**config.mk**
```make
export PLATFORM = sky130hd
export DESIGN_NAME = ct_clk_lpmd_ctrl
export DESIGN_NICKNAME = d
export VERILOG_FILES = /design/src/rtl/ct_clk_lpmd_pkg.sv /design/src/rtl/ct_clk_lpmd_ctrl.sv
export SDC_FILE = /design/constraint.sdc
export NUM_CORES = 1
export LEC_CHECK = 0
export BUFFER_PORTS_ARGS = -buffer_cell sky130_fd_sc_hd__buf_4
export CAP_MARGIN = 20
export CORE_AREA = 2 2 39 41
export CTS_CLUSTER_SIZE = 8
export DETAILED_ROUTE_END_ITERATION = 6
export DIE_AREA = 0 0 41 43
export PLACE_DENSITY = 0.66
export SYNTH_ARGS = -nofsm -noshare
export SYNTH_HDL_FRONTEND = slang
export SYNTH_SLANG_ARGS = --single-unit
```
**constraint.sdc**
```tcl
create_clock -name forever_coreclk -period 2.6 [get_ports forever_coreclk]
set_input_delay 0.26 -clock forever_coreclk [delete_from_list [all_inputs] [get_ports forever_coreclk]]
set_output_delay 0.26 -clock forever_coreclk [all_outputs]
set_load 0.01 [all_outputs]
```
**src/rtl/ct_clk_lpmd_pkg.sv**
```systemverilog
// Shared clock-control definitions: low-power sequencer state encodings and
// default delay settings.
package ct_clk_lpmd_pkg;

   typedef enum logic [1:0] {
      LPMD_RUN   = 2'b00,
      LPMD_DRAIN = 2'b01,
      LPMD_GATED = 2'b10,
      LPMD_WAKE  = 2'b11
   } lpmd_state_e;

   localparam int LPMD_IDLE_DLY = 4;
   localparam int LPMD_WAKE_DLY = 2;
   localparam int LPMD_CNT_W    = 4;

endpackage

```
**src/rtl/ct_clk_lpmd_ctrl.sv**
```systemverilog
// Low-power-mode sequencer for the global core clock gate: drains the core on
// a WFI request, gates the clock, and reopens it on a wakeup event.
module ct_clk_lpmd_ctrl
   import ct_clk_lpmd_pkg::*;
#(
   parameter int IDLE_DLY = LPMD_IDLE_DLY,
   parameter int WAKE_DLY = LPMD_WAKE_DLY,
   parameter int CNT_W    = LPMD_CNT_W
) (
   input  logic       forever_coreclk,
   input  logic       cpurst_b,
   input  logic       cp0_clk_lpmd_req,
   input  logic       rtu_clk_pipe_empty,
   input  logic       biu_clk_bus_idle,
   input  logic       biu_xx_int_wakeup,
   input  logic       biu_xx_dbg_wakeup,
   input  logic       biu_xx_snoop_vld,
   input  logic       had_xx_clk_en,
   input  logic       cp0_xx_core_icg_en,
   output logic       core_clk_en,
   output logic       clk_cp0_lpmd_ack,
   output logic       clk_cp0_wakeup_done,
   output logic [1:0] clk_xx_lpmd_state
);

   localparam logic [CNT_W-1:0] CNT_MAX   = '1;
   localparam logic [CNT_W-1:0] IDLE_TERM = CNT_W'(IDLE_DLY - 1);
   localparam logic [CNT_W-1:0] WAKE_TERM = CNT_W'(WAKE_DLY - 1);

   lpmd_state_e      state_q, state_d;
   logic [CNT_W-1:0] cnt_q, cnt_d, cnt_inc;
   logic             ack_q, ack_d;
   logic             done_q, done_d;
   logic             wake_evt, qual, force_on;

   assign wake_evt = biu_xx_int_wakeup | biu_xx_dbg_wakeup;
   assign qual     = cp0_clk_lpmd_req & rtu_clk_pipe_empty & biu_clk_bus_idle & ~had_xx_clk_en;
   assign force_on = biu_xx_snoop_vld | had_xx_clk_en | cp0_xx_core_icg_en;

   always_comb begin
      state_d = state_q;
      cnt_d   = cnt_q;
      // Terminal values fire before saturation, so the hold is only a guard.
      cnt_inc = (cnt_q == CNT_MAX) ? cnt_q : cnt_q + 1'b1;
      case (state_q)
         LPMD_RUN: begin
            if (cp0_clk_lpmd_req && !wake_evt) begin
               state_d = LPMD_DRAIN;
               cnt_d   = '0;
            end
         end
         LPMD_DRAIN: begin
            if (wake_evt || !cp0_clk_lpmd_req) begin
               state_d = LPMD_RUN;
               cnt_d   = '0;
            end else if (!qual) begin
               cnt_d = '0;
            end else if (cnt_q == IDLE_TERM) begin
               state_d = LPMD_GATED;
               cnt_d   = '0;
            end else begin
               cnt_d = cnt_inc;
            end
         end
         LPMD_GATED: begin
            if (wake_evt) begin
               state_d = LPMD_WAKE;
               cnt_d   = '0;
            end
         end
         LPMD_WAKE: begin
            if (cnt_q == WAKE_TERM) begin
               state_d = LPMD_RUN;
               cnt_d   = '0;
            end else begin
               cnt_d = cnt_inc;
            end
         end
         default: begin
            state_d = LPMD_RUN;
            cnt_d   = '0;
         end
      endcase
      ack_d  = (state_q == LPMD_DRAIN) && (state_d == LPMD_GATED);
      done_d = (state_q == LPMD_WAKE)  && (state_d == LPMD_RUN);
   end

   always_ff @(posedge forever_coreclk or negedge cpurst_b) begin
      if (!cpurst_b) begin
         state_q <= LPMD_RUN;
         cnt_q   <= '0;
         ack_q   <= 1'b0;
         done_q  <= 1'b0;
      end else begin
         state_q <= state_d;
         cnt_q   <= cnt_d;
         ack_q   <= ack_d;
         done_q  <= done_d;
      end
   end

   // Only GATED closes the gate; reset forces RUN, so the enable returns asynchronously.
   assign core_clk_en         = (state_q == LPMD_GATED) ? force_on : 1'b1;
   assign clk_cp0_lpmd_ack    = ack_q;
   assign clk_cp0_wakeup_done = done_q;
   assign clk_xx_lpmd_state   = state_q;

endmodule
```
* Word level (Yosys, flattened, before mapping)
Cells that the tools add are included.
** Storage, ports and cells
- Bits in writable memories :: 0
- Register bits after elaboration :: 8
- Memories kept :: 0
- Output and inout port bits :: 5
- Latch bits :: 0
- ROM bits :: 0
- Logic and storage cells :: 46
** Cells by class
- Shifts and indexed selects :: 0
- $mul :: 0
- Muxes and demuxes :: 16
- Reduce and logical (&&, ||, !) cells :: 9
- $lt $le $gt $ge :: 0
- Equality and inequality tests :: 9
- Bitwise gates (word level) :: 7
- Add/subtract/negate cells :: 1
- Divide/modulo/power cells :: 0
** Operators with widths (count)
- $mux 4 :: 7
- $pmux 4 s4 :: 1
- $mux 2 :: 6
- $pmux 2 s4 :: 1
- $eq 2x2->1 const B :: 3
- $add 4x1->4 const B :: 1
- $eq 4x1->1 const B :: 1
- $eq 4x2->1 const B :: 1
- $eq 4x4->1 const B :: 1
- $logic_not 2->1 :: 2
- $ne 2x2->1 const B :: 2
- $and 1x1->1 :: 3
- $logic_and 1x1->1 :: 3
- $or 1x1->1 :: 3
- $eq 2x1->1 const B :: 1
- $logic_not 1->1 :: 2
- $reduce_and 2->1 :: 1
- $logic_or 1x1->1 :: 1
- $mux 1 :: 1
- $not 1->1 :: 1

* Depth between registers and ports, before layout
Gate-level depths: netlist of the first run.
- Depth after elaboration :: 8
- Depth in mapped cells :: 5
- Depth with buffers taken out :: 5

* Least setup slack after synthesis of the first run
No wires, ideal clock.
- Path type :: reg2reg
- Start :: reg cnt_q[0]
- End :: reg cnt_q[1]
- Setup time :: 0.139 ns
- Clock period less this slack :: 1.532 ns
- Stages on the path, launching flop included :: 6
- Arrival :: 1.393 ns
- Setup slack :: 1.068 ns
- Data required time :: 2.461 ns
- Buffers on the path :: 0
- Path through :: dfrtp_1 ha_1 nor3b_4 nor4_2 a311oi_1 o22ai_1
** On the way
- Longest elaborated chain between the ends :: 6
- Elaborated cells on any way between the ends :: 10
- Classes of those cells :: add/sub: 1; eq/ne: 3; mux: 6
** Ends and longest elaborated chain
- from (decl) :: RTL line ct_clk_lpmd_ctrl.sv:31 : logic [CNT_W-1:0] cnt_q, cnt_d, cnt_inc;
- from (signal assigned) :: RTL line ct_clk_lpmd_ctrl.sv:96 : cnt_q <= cnt_d;
- $add 4x1->4 / $eq 4x4->1 (equally long branches) :: RTL line ct_clk_lpmd_ctrl.sv:44 : cnt_inc = (cnt_q == CNT_MAX) ? cnt_q : cnt_q + 1'b1;
- $mux 4 :: RTL line ct_clk_lpmd_ctrl.sv:44
- $mux 4 :: RTL line ct_clk_lpmd_ctrl.sv:58 : end else if (cnt_q == IDLE_TERM) begin
- $mux 4 :: RTL line ct_clk_lpmd_ctrl.sv:56 : end else if (!qual) begin
- $mux 4 :: RTL line ct_clk_lpmd_ctrl.sv:53 : if (wake_evt || !cp0_clk_lpmd_req) begin
- $pmux 4 s4 (*) :: RTL line ct_clk_lpmd_ctrl.sv:45 : case (state_q)
Every way passes the cells marked *; elsewhere a longest branch is shown, timed or not.
A chain may end at the register's enable or synchronous reset.

* Worst setup path in the final report of the first run
Ends and elaborated chain as after synthesis.

==> impl_metrics.tcl, run 1 <==
set metrics [dict create \
    launch_point_of_the_worst_hold_path "biu_xx_int_wakeup" \
    row_count 14 \
    worst_slew_pin_slew_ns 0.4307 \
    post_cts_hold_buffer_count 1 \
    die_w_um 41 \
    vias 500 \
    final-setup-viol-count 0 \
    synth_cell_types 32 \
    timing.hold.worst.class "primary input to flip-flop" \
    timing.final.crit_period_ns 1.744 \
    synth_ff_type "dfrtp_1" \
    post-route-drc-count 0 \
    slowest_delay_ns 0.40 \
    crit_chain "ha_1 > nor3b_4 > nor4_2 > a311oi_1 > o22ai_1" \
    cts_tree "yes" \
    nFillCells 134 \
    worst_r2r_startpoint "cnt_q[0]$_DFFE_PN0P_" \
    status "finished, final reports clean" \
    grt_setup_unrepaired "false" \
    synth_top_cells_by_area "dfrtp_1 (36%), ha_1 (4.5%), nor4_2 (4.5%)" \
    critical_path.startpoint "cnt_q[0]$_DFFE_PN0P_" \
    antennaDiodeCount 0 \
    crit_path_end_kind "flip-flop" \
    critical_path.startpoint_type "flip-flop" \
    grt_pass1_wl_mm 1.973 \
    synth_top_area_cell "dfrtp_1" \
    placeableCoreArea_um2 1384 \
    grt_antenna_before_repair 0 \
    buffer_ports.inserted 14 \
    crit_fanout 7 \
    clock_sink_total 8 \
    tritoncts.num_buffers 3 \
    post_drt_via_cell_ratio 5.682 \
    drive_above_1_share 0.3889 \
    routability_congestion 0.7851 \
    cts.htree.levels 1 \
    cp_data_required_time_ns 2.73 \
    slew_headroom 0.7129 \
    final-max-slew-violation-count 0 \
    timing.setup.tns_ns 0 \
    cts_resized 0 \
    powerDensity_nw_per_um2 776.8 \
    maxCapViolCount 0 \
    finalHoldWorstSlack_ns 0.3294 \
    path_class "flip-flop to flip-flop" \
    largest_net_degree_at_the_start_of_global_routing 11 \
    netlist_instances 56 \
    flow.area_growth_from_synthesis_pct 26.01 \
    finalClockSkew_ns 0.004579 \
    io_pins 15 \
    initial_utilization 0.4033 \
    wire_length_after_detailed_routing_mm 1.230 \
    syn_nets 68 \
    routedWlPerCell_um 13.98 \
    yosys_register_bits 8 \
    syn_area_per_cell_um2 9.965 \
    skew_pair_late_insertion_delay_ns 0.26 \
    async_flop_share 1.000 \
    clockRootBuffer "clkbuf_4" \
    leakagePower_nw 0.2820 \
    yosysWarningCount 0 \
    via_count_of_the_first_global_routing_pass 483 \
    dieHeight_um 43 \
    ctsLongestPathBuffers 2 \
    first_iter_violations 15 \
    detail-route-antenna-nets 0 \
    clock.fmax_mhz 573.5 \
    fin_crit_sh 0.6706 \
    postCtsSetupBuffers 0 \
    synth.top_cell.area_share 0.3587 \
    hpwlAfterDp_um 942.3 \
    dr.pass1.iters 4 \
    number_of_enable_flip_flop_cells_after_synthesis 0 \
    clkTransAtPathRegs_ns 0.05 \
    crit_slowest_cell "dfrtp_1" \
    vdd.ir_drop.worst_v 0.0003594 \
    synth.cell_area_um2 558.0 \
    hold_violations 0 \
    critical_path_arrival_ns 1.87 \
    nets 86 \
    design.die.area_um2 1763 \
    yosysSeqAreaShare 0.3587 \
    grtUsageTotal 0.1746 \
    grt-ovfl-total 0 \
]
## routing by layer
metal,up-vias,wire (um),GRT usage
met1,232,497,0.1732
met4,0,25,0.08000
met3,4,114,0.09948
met2,18,593,0.2781
met5,-,0,0
li1,246,-,-
## final cells by class
class	count	area, um^2	share of cell area
multi-input combinational	42	330.3	0.4698
inverter	4	15.01	0.02135
tap	16	20.02	0.02847
timing repair buffer	15	115.1	0.1637
clock buffer	3	22.52	0.03203
sequential	8	200.2	0.2847
## placed cells by master (no fill, tap or decap), types with 2 or more instances in the layout
master | netlist | routed
buf_4 | 1 | 14
dfrtp_1 | 8 | 8
nor2_1 | 5 | 5
nand2_1 | 4 | 4
inv_1 | 4 | 4
nor3_1 | 3 | 3
clkbuf_4 | 0 | 3
a211oi_1 | 2 | 2
o22ai_1 | 2 | 2
nor4_2 | 2 | 2
nand4_1 | 2 | 2
ha_1 | 2 | 2
## power by group
part	switching (mW)	leakage, nW	internal [mW]
registers	0.0506	0.106	0.157
logic	0.133	0.162	0.108
clock network	0.0447	0.0138	0.0530
total	0.228	0.282	0.318
## cell usage after synthesis (all sizes together) (3+ instances only)
master and n:
nand2 4, dfrtp 8, nor3 5, nor2 6, nor4 3, inv 4
## logic make-up (layout without fill, tap and decap cells)
group | after synthesis | after routing | share of synthesized area
mux | 1 | 1 | 0.01794
simple gates | 27 | 27 | 0.3565
fa+ha+maj | 2 | 2 | 0.04484
buf+inv | 6 | 22 | 0.04932
flops | 8 | 8 | 0.3587
compound gates | 12 | 12 | 0.1726
## stage by stage
step           instances  setup WS [ns]  cell area [um^2]  utilization  power (mW)
4_1_cts               88         0.8680             703.2       0.5081      0.5495
6_report              88         0.8563             703.2       0.5081      0.5462
2_1_floorplan         56          1.068             558.0            -      0.3678
3_3_place_gp          84         0.9271             670.6       0.4846      0.4468
3_5_place_dp          84         0.8744             670.6       0.4846      0.4507
5_1_grt               88         0.7386             703.2       0.5081      0.6020
## sequential cells by signal, indices dropped and copies added, names as in the netlist
register / count
cnt_q: 4
clk_cp0_wakeup_done: 1
clk_xx_lpmd_state: 2
clk_cp0_lpmd_ack: 1
## critical path: cells and delay by family, from the launching register on
kind,cells,cell delay (ns)
flip-flops,1,0.40
adder cells (fa/ha/maj),1,0.31
AND/OR/NAND/NOR,2,0.40
AO/OA/AOI/OAI,2,0.51
## final timing paths
| path | depth (start not counted) | to | slack (ns) |
|---|---|---|---|
| worst min register to register | 1 | cnt_q[0]$_DFFE_PN0P_ | 0.54 |
| worst max register to register | 5 | cnt_q[1]$_DFFE_PN0P_ | 0.86 |
| min in group asynchronous | 2 | cnt_q[2]$_DFFE_PN0P_ | 0.36 |
| worst max-delay path | 5 | cnt_q[1]$_DFFE_PN0P_ | 0.86 |
| max in group asynchronous | 2 | clk_cp0_wakeup_done$_DFF_PN0_ | 2.11 |
| worst min-delay path | 4 | clk_xx_lpmd_state[0]$_DFF_PN0_ | 0.33 |
No activity file was read; power rests on OpenSTA's default activity.
==> run 2, diff against run 1 <==
--- a/config.mk
+++ b/config.mk
@@ -5,6 +5,7 @@
 export SDC_FILE = /design/constraint.sdc
 export NUM_CORES = 1
 export LEC_CHECK = 0
+export ABC_AREA = 1
 export BUFFER_PORTS_ARGS = -buffer_cell sky130_fd_sc_hd__buf_4
 export CAP_MARGIN = 20
 export CORE_AREA = 2 2 39 41
==> constraint.sdc (replaced) <==
create_clock -name forever_coreclk -period 1.8 [get_ports forever_coreclk]
set_input_delay 0.18 -clock forever_coreclk [delete_from_list [all_inputs] [get_ports forever_coreclk]]
set_output_delay 0.18 -clock forever_coreclk [all_outputs]
set_load 0.01 [all_outputs]
==> run 2 against run 1 <==
Synthesized area increased by 0.45%. Synthesized cell count increased by 43%. Design area increased by 0.53%. Highest routed layer unchanged. Sequential share of layout area decreased by 0.15 points.
==> impl_metrics.tcl, run 2 <==
set metrics [dict create \
    postLayoutCoreUtil 0.5109 \
    synth.top_cell.area_share 0.3571 \
    synth_common_cells "nand2_1 (18), inv_1 (12), nand3_1 (10)" \
    timing.hold.worst.class "primary input to asynchronous set/reset pin" \
    detail-route-antenna-nets 0 \
    dieHeight_um 43 \
    maxCapViolCount 0 \
    io_pins 15 \
    grt_antenna_before_repair 0 \
    slew_headroom 0.6115 \
    grt-ovfl-total 0 \
    fin_cells 113 \
    synth_top_area_cell "dfrtp_1" \
    routability_congestion 0.7564 \
    ctsLongestPathBuffers 2 \
    clock_sink_total 8 \
    cts_resized 0 \
    die_w_um 41 \
    drive_above_1_share 0.2371 \
    first_iter_violations 8 \
    postLayoutCellArea_um2 706.9 \
    clockRootBuffer "clkbuf_4" \
    final-max-slew-violation-count 0 \
    layout.cells.most_common "nand2_1" \
    async_flop_share 1.000 \
    placeableCoreArea_um2 1384 \
    yosysMostFrequentCell "nand2_1" \
    crit_fanout 6 \
    mostFrequentLayoutCells "nand2_1 (18), buf_4 (14), inv_1 (12)" \
    internal_power_mw 0.4477 \
    vdd.ir_drop.worst_v 0.0005491 \
    buffers_and_inverters_on_the_worst_path 2 \
    largest_register_ff_count 4 \
    path_class "flip-flop to output pin" \
    worst_slew_pin_slew_ns 0.5767 \
    slowest_delay_ns 0.44 \
    yosys_register_bits 8 \
    syn_nets 92 \
    post-route-drc-count 0 \
    post_drt_via_cell_ratio 5.044 \
    clock_power_share 0.189 \
    flow.area_growth_from_synthesis_pct 26.12 \
    synth.cell_area_um2 560.5 \
    syn_area_per_cell_um2 7.007 \
    power.switching_mw 0.3331 \
    nets 111 \
    yosysSeqAreaShare 0.3571 \
    postCtsSetupBuffers 0 \
    netlist_instances 80 \
    clkTransAtPathRegs_ns 0.06 \
    fin_crit_sh 0.8862 \
    synth_top_cells_by_area "dfrtp_1 (36%), nand2_1 (12%), nand3_1 (8.9%)" \
    crit_path_end_kind "output pin" \
    place_area_um2 674.4 \
    hpwlAfterDp_mm 1.001 \
    synth_cell_types 18 \
    cts_tree "yes" \
    place_inst 109 \
    tritoncts.num_buffers 3 \
    grt_setup_unrepaired "false" \
    synth_ff_type "dfrtp_1" \
    timing.final.crit_period_ns 1.595 \
    vias 570 \
    yosysWarningCount 0 \
    via_count_of_the_first_global_routing_pass 545 \
    critical_path_arrival_ns 1.42 \
    cp_data_required_time_ns 1.62 \
    crit_family "simple AND/OR/NAND/NOR gates" \
    initial_utilization 0.4051 \
    largest_net_degree_at_the_start_of_global_routing 9 \
    antennaDiodeCount 0 \
    row_count 14 \
    pwr-share-comb 0.448 \
    crit_chain "inv_1 > nand2_1 > or4_1 > buf_4" \
    design.die.area_um2 1763 \
    registers.top_by_ff_count "cnt_q" \
    finalClockSkew_ns 0.01043 \
    leakagePower_nw 0.3696 \
    final-setup-viol-count 0 \
    wire_length_after_detailed_routing_mm 1.254 \
    hold_violations 0 \
    switching_share 0.4266 \
    grtUsageTotal 0.1759 \
    skew_pair_late_insertion_delay_ns 0.27 \
    critical_path.startpoint_type "flip-flop" \
    status "finished, final reports clean" \
    powerDensity_nw_per_um2 1104 \
    clock.fmax_mhz 626.9 \
    dr.pass1.iters 4 \
    sequentialPowerShare 0.363 \
    number_of_enable_flip_flop_cells_after_synthesis 0 \
    grt_pass1_wl_mm 2.070 \
    buffer_ports.inserted 14 \
    routedWlPerCell_um 11.10 \
    timing.setup.tns_ns 0 \
    crit_slowest_cell "dfrtp_1" \
    finalHoldWorstSlack_ns 0.2703 \
    cts.htree.levels 1 \
]
[run 2: cell types whose count changed in the layout (fill, tap and decap cells not counted), sizes merged, moves of 2 or more]
cell,delta
nand3,+11
o22ai,-2
a211oi,-2
o21ai,+4
inv,+8
nor2,+4
nor4,-3
nor3b,-2
nand2,+17
nor3,-4
nand4,+3
[run 2: kinds of logic (layout without fill, tap and decap cells)]
family,after synthesis,after routing,share of synthesized area
compound gates,7,7,0.06249
simple gates,50,50,0.4353
buf+inv,13,30,0.1004
fa+ha+maj,2,2,0.04464
flops,8,8,0.3571
[run 2: power groups by stage]
stage	sequential, mW	combinational, mW	clock (mW)
after global placement	0.282	0.345	0
after global routing	0.293	0.398	0.162
after CTS	0.282	0.353	0.149
final	0.283	0.350	0.148
after floorplan	0.285	0.223	0
after detailed placement	0.284	0.351	0
[run 2: metal layers]
layer,vias to the layer above,track usage,routed length [um]
met1,248,0.2097,559
met3,5,0.01571,67
li1,298,-,-
met4,0,0.1400,51
met5,-,0,0
met2,19,0.2688,576
[run 2: final timing paths]
path                                                   start                              to  slack, ns  depth (start not counted)
setup reg to reg                        cnt_q[0]$_DFFE_PN0P_            cnt_q[1]$_DFFE_PN0P_       0.41                          7
min in group forever_coreclk                cp0_clk_lpmd_req  clk_xx_lpmd_state[0]$_DFF_PN0_       0.31                          4
hold / removal                                      cpurst_b  clk_xx_lpmd_state[0]$_DFF_PN0_       0.27                          2
setup / recovery              clk_xx_lpmd_state[0]$_DFF_PN0_                     core_clk_en       0.20                          4
hold reg to reg               clk_xx_lpmd_state[1]$_DFF_PN0_   clk_cp0_wakeup_done$_DFF_PN0_       0.59                          2
max in group asynchronous                           cpurst_b            cnt_q[1]$_DFFE_PN0P_       1.39                          2
[run 2: per-stage QoR]
| step | power, mW | setup slack [ns] |
|---|---|---|
| after floorplan | 0.5080 | 0.5649 |
| after global placement | 0.6273 | 0.4678 |
| after detailed placement | 0.6352 | 0.4403 |
| after CTS | 0.7845 | 0.1975 |
| after global routing | 0.8526 | 0.1046 |
| final | 0.7807 | 0.2048 |
[run 2: final cells by class]
cell class                 count  area, um^2
inverter                      12       45.04
multi-input combinational     59       304.0
sequential                     8       200.2
timing repair buffer          15       115.1
tap                           16       20.02
fill                         152       676.9
clock buffer                   3       22.52
[run 2: timing repair]
action,in CTS,in global routing
endpoints found under the setup margin,0,0
hold buffers,1,0
endpoints found under the hold margin,8,0
